==> config.mk <==
export PLATFORM = sky130hd
export DESIGN_NAME = uart_tx_arbiter
export DESIGN_NICKNAME = d
export VERILOG_FILES = /design/src/rtl/uart_tx_arbiter.sv
export SDC_FILE = /design/constraint.sdc
export NUM_CORES = 1
export LEC_CHECK = 0
export BUFFER_PORTS_ARGS = -buffer_cell sky130_fd_sc_hd__buf_2
export CORE_UTILIZATION = 49
export CTS_BUF_LIST = sky130_fd_sc_hd__clkbuf_4 sky130_fd_sc_hd__clkbuf_8 sky130_fd_sc_hd__clkbuf_16
export DETAILED_ROUTE_END_ITERATION = 6
export PLACE_DENSITY = 0.89
export SLEW_MARGIN = 0
export SYNTH_ARGS = -nofsm -noshare
export SYNTH_HDL_FRONTEND = slang
export SYNTH_SLANG_ARGS = --single-unit
==> constraint.sdc <==
create_clock -name clk -period 2.14 [get_ports clk]
set_clock_uncertainty 0.2 [all_clocks]
set_input_delay 0.428 -clock clk [delete_from_list [all_inputs] [get_ports clk]]
set_output_delay 0.428 -clock clk [all_outputs]
set_load 0.05 [all_outputs]
==> src/rtl/uart_tx_arbiter.sv <==
// uart_tx_arbiter
// Shares one UART transmitter among NREQ byte producers using round-robin arbitration.
// Each grant sends one byte. tx_datain stays stable for the whole frame, because the
// transmitter samples it bit by bit. tx_idle is the transmitter's line status:
// 1 means a frame is in progress and 0 means the line is free.
module uart_tx_arbiter #(
  parameter int NREQ     = 4,
  parameter int IDW      = 2,
  parameter int WR_PULSE = 2,
  parameter int BUSY_TO  = 16
) (
  input  logic              clk,
  input  logic              rst_n,
  input  logic [NREQ-1:0]   req_valid,
  input  logic [8*NREQ-1:0] req_data,
  output logic [NREQ-1:0]   req_ready,
  output logic [7:0]        tx_datain,
  output logic              tx_wrsig,
  input  logic              tx_idle,
  output logic [IDW-1:0]    grant_id,
  output logic              busy,
  output logic              err_to
);

  localparam int SCW = (WR_PULSE > 1) ? $clog2(WR_PULSE + 1) : 1;
  localparam int TOW = $clog2(BUSY_TO + 1);
  localparam logic [SCW-1:0] STRB_LAST = SCW'(WR_PULSE - 1);
  localparam logic [TOW-1:0] TO_LAST   = TOW'(BUSY_TO - 1);
  localparam logic [IDW-1:0] ID_LAST   = IDW'(NREQ - 1);

  typedef enum logic [2:0] {
    S_IDLE,
    S_STROBE,
    S_WAIT_BUSY,
    S_WAIT_DONE,
    S_GAP
  } state_t;

  state_t          state_reg, state_next;
  logic [IDW-1:0]  rr_ptr_reg, rr_ptr_next;
  logic [IDW-1:0]  grant_id_reg, grant_id_next;
  logic [7:0]      datain_reg, datain_next;
  logic            wrsig_reg, wrsig_next;
  logic [NREQ-1:0] ready_reg, ready_next;
  logic            err_reg, err_next;
  logic [SCW-1:0]  strb_cnt_reg, strb_cnt_next;
  logic [TOW-1:0]  to_cnt_reg, to_cnt_next;
  logic            seen_reg, seen_next;

  // Split the packed request bus into one byte per requester.
  logic [7:0] req_byte [NREQ];

  generate
    for (genvar gi = 0; gi < NREQ; gi++) begin : g_unpack
      assign req_byte[gi] = req_data[8*gi +: 8];
    end
  endgenerate

  // Round-robin search: the first valid requester at or after rr_ptr wins.
  int             cand;
  logic [IDW-1:0] cand_idx;
  logic           win_found;
  logic [IDW-1:0] win_id;

  // Combinational winner selection, starting from rr_ptr and wrapping modulo NREQ.
  always_comb begin
    cand      = 0;
    cand_idx  = '0;
    win_found = 1'b0;
    win_id    = '0;
    for (int k = 0; k < NREQ; k++) begin
      cand     = (int'(rr_ptr_reg) + k) % NREQ;
      cand_idx = IDW'(cand);
      if (!win_found && req_valid[cand_idx]) begin
        win_found = 1'b1;
        win_id    = cand_idx;
      end
    end
  end

  // State and output registers; async active-low reset returns everything to idle.
  always_ff @(posedge clk or negedge rst_n) begin
    if (!rst_n) begin
      state_reg    <= S_IDLE;
      rr_ptr_reg   <= '0;
      grant_id_reg <= '0;
      datain_reg   <= '0;
      wrsig_reg    <= 1'b0;
      ready_reg    <= '0;
      err_reg      <= 1'b0;
      strb_cnt_reg <= '0;
      to_cnt_reg   <= '0;
      seen_reg     <= 1'b0;
    end else begin
      state_reg    <= state_next;
      rr_ptr_reg   <= rr_ptr_next;
      grant_id_reg <= grant_id_next;
      datain_reg   <= datain_next;
      wrsig_reg    <= wrsig_next;
      ready_reg    <= ready_next;
      err_reg      <= err_next;
      strb_cnt_reg <= strb_cnt_next;
      to_cnt_reg   <= to_cnt_next;
      seen_reg     <= seen_next;
    end
  end

  // Next-state logic. The outputs are registered, so each one is computed one edge ahead
  // of the state it belongs to.
  always_comb begin
    state_next    = state_reg;
    rr_ptr_next   = rr_ptr_reg;
    grant_id_next = grant_id_reg;
    datain_next   = datain_reg;
    wrsig_next    = 1'b0;
    ready_next    = '0;
    err_next      = 1'b0;
    strb_cnt_next = strb_cnt_reg;
    to_cnt_next   = to_cnt_reg;
    seen_next     = seen_reg;

    case (state_reg)
      S_IDLE: begin
        // Grant only when the line is free. A 1 on tx_idle means another source owns
        // the transmitter.
        if (!tx_idle && win_found) begin
          grant_id_next = win_id;
          datain_next   = req_byte[win_id];
          ready_next    = NREQ'(1) << win_id;
          rr_ptr_next   = (win_id == ID_LAST) ? '0 : win_id + IDW'(1);
          wrsig_next    = 1'b1;
          strb_cnt_next = '0;
          to_cnt_next   = '0;
          seen_next     = 1'b0;
          state_next    = S_STROBE;
        end
      end

      S_STROBE: begin
        // The timeout counter starts at the wrsig rise, so it already runs during the
        // strobe. A fast core may report busy before the strobe has finished.
        to_cnt_next = to_cnt_reg + TOW'(1);
        seen_next   = seen_reg | tx_idle;
        if (strb_cnt_reg == STRB_LAST) begin
          wrsig_next = 1'b0;
          state_next = (seen_reg || tx_idle) ? S_WAIT_DONE : S_WAIT_BUSY;
        end else begin
          strb_cnt_next = strb_cnt_reg + SCW'(1);
          wrsig_next    = 1'b1;
        end
      end

      S_WAIT_BUSY: begin
        to_cnt_next = to_cnt_reg + TOW'(1);
        if (tx_idle) begin
          state_next = S_WAIT_DONE;
        end else if (to_cnt_reg == TO_LAST) begin
          // The core never started a frame, so the byte is dropped. rr_ptr has already
          // moved past this requester.
          err_next   = 1'b1;
          state_next = S_IDLE;
        end
      end

      S_WAIT_DONE: begin
        if (!tx_idle) begin
          state_next = S_GAP;
        end
      end

      S_GAP: begin
        // A single low cycle so that the next grant produces a clean rising edge.
        state_next = S_IDLE;
      end

      default: begin
        state_next = S_IDLE;
      end
    endcase
  end

  assign req_ready = ready_reg;
  assign tx_datain = datain_reg;
  assign tx_wrsig  = wrsig_reg;
  assign grant_id  = grant_id_reg;
  assign err_to    = err_reg;
  assign busy      = (state_reg != S_IDLE);

endmodule

==> flow_summary.toml, run 1 <==
[outcome]
outcome = "finished clean"

[floorplan]
rows = 20
dieArea_um2 = 3409
die_y_um = 58.39
fp.dieW_um = 58.39
top_level_ports = 56
core_area_um2 = 3028
start_util = 0.5145

[min_path]
hp-start = "tx_idle"
hold_path_depth = 2
hold_path_class = "in2reg"
holdPathEnd = "err_to"

[sta]
worstMarginPinSlew_ns = 0.6107
min_period_over_period = 0.9326
period_needed_ns = 1.996
whs_ns = 0.1720
slew_headroom = 0.5929
fmax_mhz = 501.1
grt_setup_unrepaired = "no"
tns_ns = 0
setup_violations = 0
hold_viol_final = 0
slew_violations = 0

[synthesis]
seq_area_frac_synth = 0.4659
synth_warnings = 0
ys_ff_latch = 29
yosys.cell_types.count = 34
synthCells = 153
synth_edf_count = 0
avgSynthCellArea_um2 = 10.18
async_flop_share = 1.000
synth_top_area_frac = 0.4659
synth.area.top_cells = "dfrtp_1 (47%), mux2i_1 (10%), nand2_1 (5.5%)"
netlist_area_um2 = 1558
synth_nets = 196
synth_top_area_cell = "dfrtp_1"
ys_dominant_reg_cell = "dfrtp_1"

[setup_path]
cp-start-kind = "flop"
r2r_slack_ns = 0.21
cp_slowest_cell = "dfrtp_1"
arrival_ns = 1.37
crit_buf_inv = 2
critPathCaptureType = "output pin"
cp_data_required_time_ns = 1.51
path_max_fanout = 9
max_stage_delay_ns = 0.50
r2r-start = "state_reg[2]"
cp_top_family = "flip-flops"
worst-r2r-cell-count = 4
r2r-end = "tx_datain[3]"
cp_cell_sequence = "nor3_4 > inv_1 > buf_2"
critPathKind = "reg2out"

[clock_tree]
cts_tree = "yes"
ctsHtreeMaxLevel = 2
insertion_delay_ns = 0.33
numCtsBuffers = 5
path_clk_slew_ns = 0.09
cts_sinks = 29
cts_root_buffer = "clkbuf_4"
postCtsSetupBuffers = 0
clockBufferDepth = 2

[layout]
syn2layout_area_growth_pct = 22.89
drive_above_1_share = 0.3521
layout_common_cells = "buf_2 (55), dfrtp_1 (29), nand2_1 (23), mux2i_1 (16), nor2_1 (12)"
antennaDiodeCount = 0
largest_register_ffs = 8
fin_util = 0.6322
final_common_cell = "buf_2"
final_net_count = 255

[power]
irDropWorstVdd_uv = 706.9
power_mw = 2.589
p_leak_nw = 1.037
cellPowerDensity_nw_per_um2 = 1352

[drt]
drc = 0
ant_nets = 0
routed_wl_mm = 3.083
drtPass1Iterations = 4
first_iter_violations = 32
routedWlPerCell_um = 12.00
num_vias = 1317
via_per_inst = 5.125

[place]
gp_congestion = 0.7741
io_buffers = 55
hpwl_mm = 2.291

[global_route]
gr-usage-all-layers = 0.1991
first_global_vias = 1167
grt_pass1_wl_mm = 4.857
gr-total-overflow = 0
grt_start_max_net_pins = 30
antenna_found_initial = 0

[job]
cap_viol_max_count = 0
[logic make-up after synthesis]
family	after synthesis	synth area share
buf+inv	16	0.06345
mux	17	0.1100
compound gates	30	0.1422
flops	29	0.4659
simple gates	54	0.1695
fa+ha+maj	4	0.03213
xor+xnor	3	0.01687
[how the worst max path moves through the flow]
stage	startpoint	end	slack [ns]	cells after the start
after floorplan	rr_ptr_reg[0]	rr_ptr_reg[1]	0.33	9
after detailed placement	req_valid[3]	tx_datain[3]	0.12	6
after global routing	state_reg[2]	tx_datain[3]	0.03	4
after global placement	req_valid[3]	tx_datain[3]	0.22	6
after CTS	state_reg[2]	busy	0.13	3
final	state_reg[2]	busy	0.14	3
[area by class of cell]
type / instances / area, um2
clock buffer: 6 / 45.04
clock inverter: 2 / 10.01
fill: 255 / 1114
inverter: 8 / 30.03
multi-input combinational: 108 / 733.2
sequential: 29 / 725.7
tap: 44 / 55.05
timing repair buffer: 60 / 315.3
[cell usage after synthesis (2+ instances only)]
master and instances:
o221ai_1 8, nor2_1 12, buf_4 3, nor2_2 2, inv_1 8, a21oi_1 6, nand3b_1 3, buf_2 3
mux2i_1 16, and3_1 2, dfrtp_1 29, xor2_1 2, nand2b_1 5, nand3_1 2, o21ai_0 8, nand2_1 23
ha_1 4
[metrics by stage]
stage / area (um2) / worst slack (ns) / std cells
2_1_floorplan: 1558 / 0.3310 / 153
3_3_place_gp: 1849 / 0.2197 / 248
3_5_place_dp: 1849 / 0.1178 / 248
4_1_cts: 1914 / 0.1341 / 257
5_1_grt: 1914 / 0.02544 / 257
6_report: 1914 / 0.1443 / 257
[what timing repair did]
action	in CTS	in global routing
hold buffers	1	0
hold endpoints to repair	29	0
gates resized for setup	0	0
[routing by layer]
metal	global-route usage	vias to the layer above	part of all wire
met5	0	-	0
met1	0.2233	602	0.43
met2	0.3218	55	0.47
li1	-	652	-
met4	0.1327	0	0.028
met3	0.06813	8	0.070
[where the power goes]
group	internal [mW]	leakage, nW	switching (mW)
registers	0.758	0.369	0.156
logic	0.462	0.632	0.888
clock network	0.137	0.0354	0.188
total	1.36	1.04	1.23
No activity file was read; power rests on OpenSTA's default activity.
==> run 2: changes to the inputs <==
--- a/config.mk
+++ b/config.mk
@@ -9,7 +9,7 @@
 export CORE_UTILIZATION = 49
 export CTS_BUF_LIST = sky130_fd_sc_hd__clkbuf_4 sky130_fd_sc_hd__clkbuf_8 sky130_fd_sc_hd__clkbuf_16
 export DETAILED_ROUTE_END_ITERATION = 6
-export PLACE_DENSITY = 0.89
+export PLACE_DENSITY = 0.87
 export SLEW_MARGIN = 0
 export SYNTH_ARGS = -nofsm -noshare
 export SYNTH_HDL_FRONTEND = slang
==> flow_summary.toml, run 2 (synthesis gave the netlist of run 1 again) <==
[setup_path]
arrival_ns = 1.36
critPathKind = "reg2out"
critPathCaptureType = "output pin"
cp_data_required_time_ns = 1.51
cp_slowest_cell = "dfrtp_1"
cp_top_family = "flip-flops"
cp_cell_sequence = "nor3_4 > inv_1 > buf_2"
crit_buf_inv = 2
max_stage_delay_ns = 0.50
path_max_fanout = 9
cp-start-kind = "flop"

[min_path]
hold_path_class = "in2reg"

[power]
p_int_mw = 1.358
p_leak_nw = 1.038
p_clk_frac = 0.126
switching_share = 0.4748
switchingPower_mw = 1.227
seq_power_share = 0.362
cellPowerDensity_nw_per_um2 = 1347
comb_power_share = 0.512
irDropWorstVdd_uv = 704.8

[drt]
routed_wl_mm = 3.094
routedWlPerCell_um = 12.09
ant_nets = 0
drtPass1Iterations = 4
drc = 0
num_vias = 1325
via_per_inst = 5.176
first_iter_violations = 46

[global_route]
met3_usage = 0.07253
grt_pass1_wl_mm = 5.202
gr-usage-all-layers = 0.2059
grt_start_max_net_pins = 30
antenna_found_initial = 0
gr-total-overflow = 0
top_usage_layer = "met2"
first_global_vias = 1255
met2_usage = 0.3399
grtUsageMet1 = 0.2439

[sta]
whs_ns = 0.1961
worstMarginPinSlew_ns = 0.6213
period_needed_ns = 1.989
setup_violations = 0
postLayoutSetupSlackWorst_ns = 0.1512
fmax_mhz = 502.8
min_period_over_period = 0.9293
hold_viol_final = 0
slew_headroom = 0.5858
grt_setup_unrepaired = "no"
slew_violations = 0
tns_ns = 0

[floorplan]
rows = 20
top_level_ports = 56
core_area_um2 = 3028
dieArea_um2 = 3409
start_util = 0.5145
die_y_um = 58.39
fp.dieW_um = 58.39

[job]
cap_viol_max_count = 0

[layout]
final_common_cell = "buf_2"
final_net_count = 254
multiInputGateArea_um2 = 733.2
regArea_um2 = 725.7
antennaDiodeCount = 0
syn2layout_area_growth_pct = 23.21
layout_common_cells = "buf_2 (55), dfrtp_1 (29), nand2_1 (23), mux2i_1 (16), nor2_1 (12)"
largest_register_ffs = 8
design_area_um2 = 1919
final.fill_count = 271
drive_above_1_share = 0.3491

[clock_tree]
path_clk_slew_ns = 0.09
postCtsSetupBuffers = 0
cts_hold_buf = 1
cts_resized = 0
cts_sinks = 29
clockBufferDepth = 2
ctsHtreeMaxLevel = 2
numCtsBuffers = 5
cts_tree = "yes"
insertion_delay_ns = 0.33
cts_root_buffer = "clkbuf_4"

[place]
preCtsSetupSlack_ns = 0.1172
io_buffers = 55
gp_congestion = 0.7689
post_dp_cell_area_um2 = 1854
hpwl_mm = 2.329

[outcome]
outcome = "finished clean"
[run 2: cell count changes in the layout (fill, tap and decap cells not counted), sizes merged]
cell,change
buf,-1
[run 2: final timing paths]
check / startpoint / to / slack, ns / cells past startpoint
worst max-delay path: state_reg[2] / busy / 0.15 / 3
worst min-delay path: tx_idle / err_to / 0.20 / 2
worst max register to register: rr_ptr_reg[0] / tx_datain[4] / 0.33 / 5
worst min register to register: grant_id[0] / grant_id[0] / 0.28 / 2
max in group asynchronous: rst_n / to_cnt_reg[1] / 0.89 / 2
min in group asynchronous: rst_n / tx_datain[1] / 0.44 / 2
[run 2: layout make-up]
cell class,count,share of cell area
inverters,8,0.01565
clock buffers,6,0.02347
clock inverters,2,0.005215
flip-flops and latches,29,0.3781
repair buffers,59,0.1669
multi-input cells,108,0.3820
well taps,44,0.02868
[run 2: metal layers]
layer | vias to the layer above | wire length [um]
li1 | 646 | -
met1 | 611 | 1325
met2 | 62 | 1475
met3 | 6 | 239
met4 | 0 | 53
met5 | - | 0
[run 2: power by group through the flow]
| stage | registers [mW] | logic [mW] | clock network (mW) |
|---|---|---|---|
| finish | 0.935 | 1.32 | 0.327 |
| global route | 0.967 | 1.46 | 0.364 |
| detailed placement | 0.941 | 1.33 | 0 |
| global placement | 0.942 | 1.29 | 0 |
| floorplan | 1.23 | 0.761 | 0 |
| CTS | 0.934 | 1.33 | 0.340 |
[run 2: per-stage QoR]
| step | power (mW) | utilization | instances |
|---|---|---|---|
| 2_1_floorplan | 1.992 | - | 153 |
| 3_3_place_gp | 2.233 | 0.6124 | 247 |
| 3_5_place_dp | 2.267 | 0.6124 | 247 |
| 4_1_cts | 2.606 | 0.6339 | 256 |
| 5_1_grt | 2.789 | 0.6339 | 256 |
| 6_report | 2.585 | 0.6339 | 256 |
==> run 3: changes to the inputs <==
--- a/config.mk
+++ b/config.mk
@@ -6,10 +6,10 @@
 export NUM_CORES = 1
 export LEC_CHECK = 0
 export BUFFER_PORTS_ARGS = -buffer_cell sky130_fd_sc_hd__buf_2
-export CORE_UTILIZATION = 49
+export CORE_UTILIZATION = 38
 export CTS_BUF_LIST = sky130_fd_sc_hd__clkbuf_4 sky130_fd_sc_hd__clkbuf_8 sky130_fd_sc_hd__clkbuf_16
 export DETAILED_ROUTE_END_ITERATION = 6
-export PLACE_DENSITY = 0.87
+export PLACE_DENSITY = 0.72
 export SLEW_MARGIN = 0
 export SYNTH_ARGS = -nofsm -noshare
 export SYNTH_HDL_FRONTEND = slang
==> flow_summary.toml, run 3 (synthesis gave the netlist of run 1 again) <==
[sta]
slew_violations = 0
grt_setup_unrepaired = "no"
postLayoutSetupSlackWorst_ns = 0.3157
tns_ns = 0
slew_headroom = 0.5765
min_period_over_period = 0.8525
setup_violations = 0
hold_viol_final = 0
period_needed_ns = 1.824
fmax_mhz = 548.2
worstMarginPinSlew_ns = 0.6353

[min_path]
hold_path_depth = 2
holdPathEnd = "err_to"
hp-start = "tx_idle"
hold_path_class = "in2reg"

[floorplan]
start_util = 0.4101
core_area_um2 = 3799
dieArea_um2 = 4359
die_y_um = 66.03
rows = 22
fp.dieW_um = 66.03
top_level_ports = 56

[place]
post_dp_cell_area_um2 = 1889
hpwl_mm = 2.406
io_buffers = 55
gp_congestion = 0.7587
preCtsSetupSlack_ns = 0.1393

[clock_tree]
numCtsBuffers = 5
cts_sinks = 29
path_clk_slew_ns = 0.06
cts_tree = "yes"
insertion_delay_ns = 0.29
cts_resized = 0
clockBufferDepth = 2
cts_root_buffer = "clkbuf_8"
ctsHtreeMaxLevel = 2

[setup_path]
max_stage_delay_ns = 0.40
r2r-start = "rr_ptr_reg[0]"
critPathCaptureType = "output pin"
cp_cell_sequence = "nor3_4 > inv_1 > buf_2"
worst-r2r-cell-count = 6
cp_slowest_cell = "dfrtp_1"
r2r-end = "tx_datain[3]"
arrival_ns = 1.20
path_max_fanout = 4
r2r_slack_ns = 0.35
cp_data_required_time_ns = 1.51
cp-start-kind = "flop"
critPathKind = "reg2out"

[global_route]
antenna_found_initial = 0
gr-usage-all-layers = 0.1649
first_global_vias = 1191
gr-total-overflow = 0
grt_start_max_net_pins = 30
grt_pass1_wl_mm = 5.250

[power]
irDropWorstVdd_uv = 623.6
cellPowerDensity_nw_per_um2 = 1378
p_leak_nw = 1.070

[layout]
final.fill_count = 351
largest_register_ffs = 8
final_common_cell = "buf_2"
syn2layout_area_growth_pct = 27.47
design_area_um2 = 1986
layout_common_cells = "buf_2 (55), dfrtp_1 (29), nand2_1 (23), mux2i_1 (16), nor2_1 (12)"
drive_above_1_share = 0.3611
antennaDiodeCount = 0
final_net_count = 258

[drt]
first_iter_violations = 62
drc = 0
ant_nets = 0
via_per_inst = 4.864
drtPass1Iterations = 4
routed_wl_mm = 3.163
routedWlPerCell_um = 11.98
num_vias = 1284

[job]
cap_viol_max_count = 0

[outcome]
outcome = "finished clean"
## run 3: cell types whose count changed in the layout (fill, tap and decap cells not counted), sizes merged
cell / change
buf: +4
## run 3: cell type report
cell class,instances,area [um2],share of cell area
inverter,8,30.03,0.01512
multi-input combinational,108,733.2,0.3693
tap,48,60.06,0.03025
clock buffer,6,76.32,0.03844
clock inverter,2,10.01,0.005041
timing repair buffer,63,350.3,0.1764
sequential,29,725.7,0.3655
## run 3: worst max-delay path by stage
stage	slack [ns]	startpoint	depth (start not counted)	end
finish	0.32	state_reg[2]	3	busy
CTS	0.29	state_reg[2]	3	busy
global route	0.22	state_reg[2]	4	tx_datain[5]
global placement	0.19	req_valid[3]	6	tx_datain[3]
floorplan	0.33	rr_ptr_reg[0]	9	rr_ptr_reg[1]
detailed placement	0.14	req_valid[3]	6	tx_datain[3]
## run 3: metrics by stage
| step | hold WS, ns | utilization | std cells | power (mW) |
|---|---|---|---|---|
| 2_1_floorplan | -0.06759 | - | 153 | 1.992 |
| 3_3_place_gp | 0.2642 | 0.4974 | 255 | 2.287 |
| 3_5_place_dp | 0.2648 | 0.4974 | 255 | 2.315 |
| 4_1_cts | 0.2298 | 0.5227 | 264 | 2.765 |
| 5_1_grt | 0.2469 | 0.5227 | 264 | 2.948 |
| 6_report | 0.2369 | 0.5227 | 264 | 2.737 |
## run 3: worst max-delay path, delay by kind of cell (launching register included)
| kind | cells | cell delay, ns |
|---|---|---|
| buffers and inverters | 2 | 0.27 |
| flip-flops | 1 | 0.40 |
| AND/OR/NAND/NOR | 1 | 0.25 |
## run 3: repair_timing
action / in CTS / in global routing
hold buffers: 1 / 0
buffers inserted: 0 / 0
endpoints found under the hold margin: 29 / 0
## run 3: power breakdown
part	internal (mW)	switching (mW)	total, mW
clock network	0.237	0.204	0.441
logic	0.496	0.905	1.40
registers	0.761	0.133	0.894
total	1.49	1.24	2.74
## run 3: layer usage
layer	part of all wire	vias up	global-route usage	routed length, um
met3	0.051	6	0.06724	160
met2	0.47	33	0.2551	1487
met5	0	-	0	0
met4	0.015	0	0.06383	46
met1	0.46	587	0.2039	1468
li1	-	658	-	-
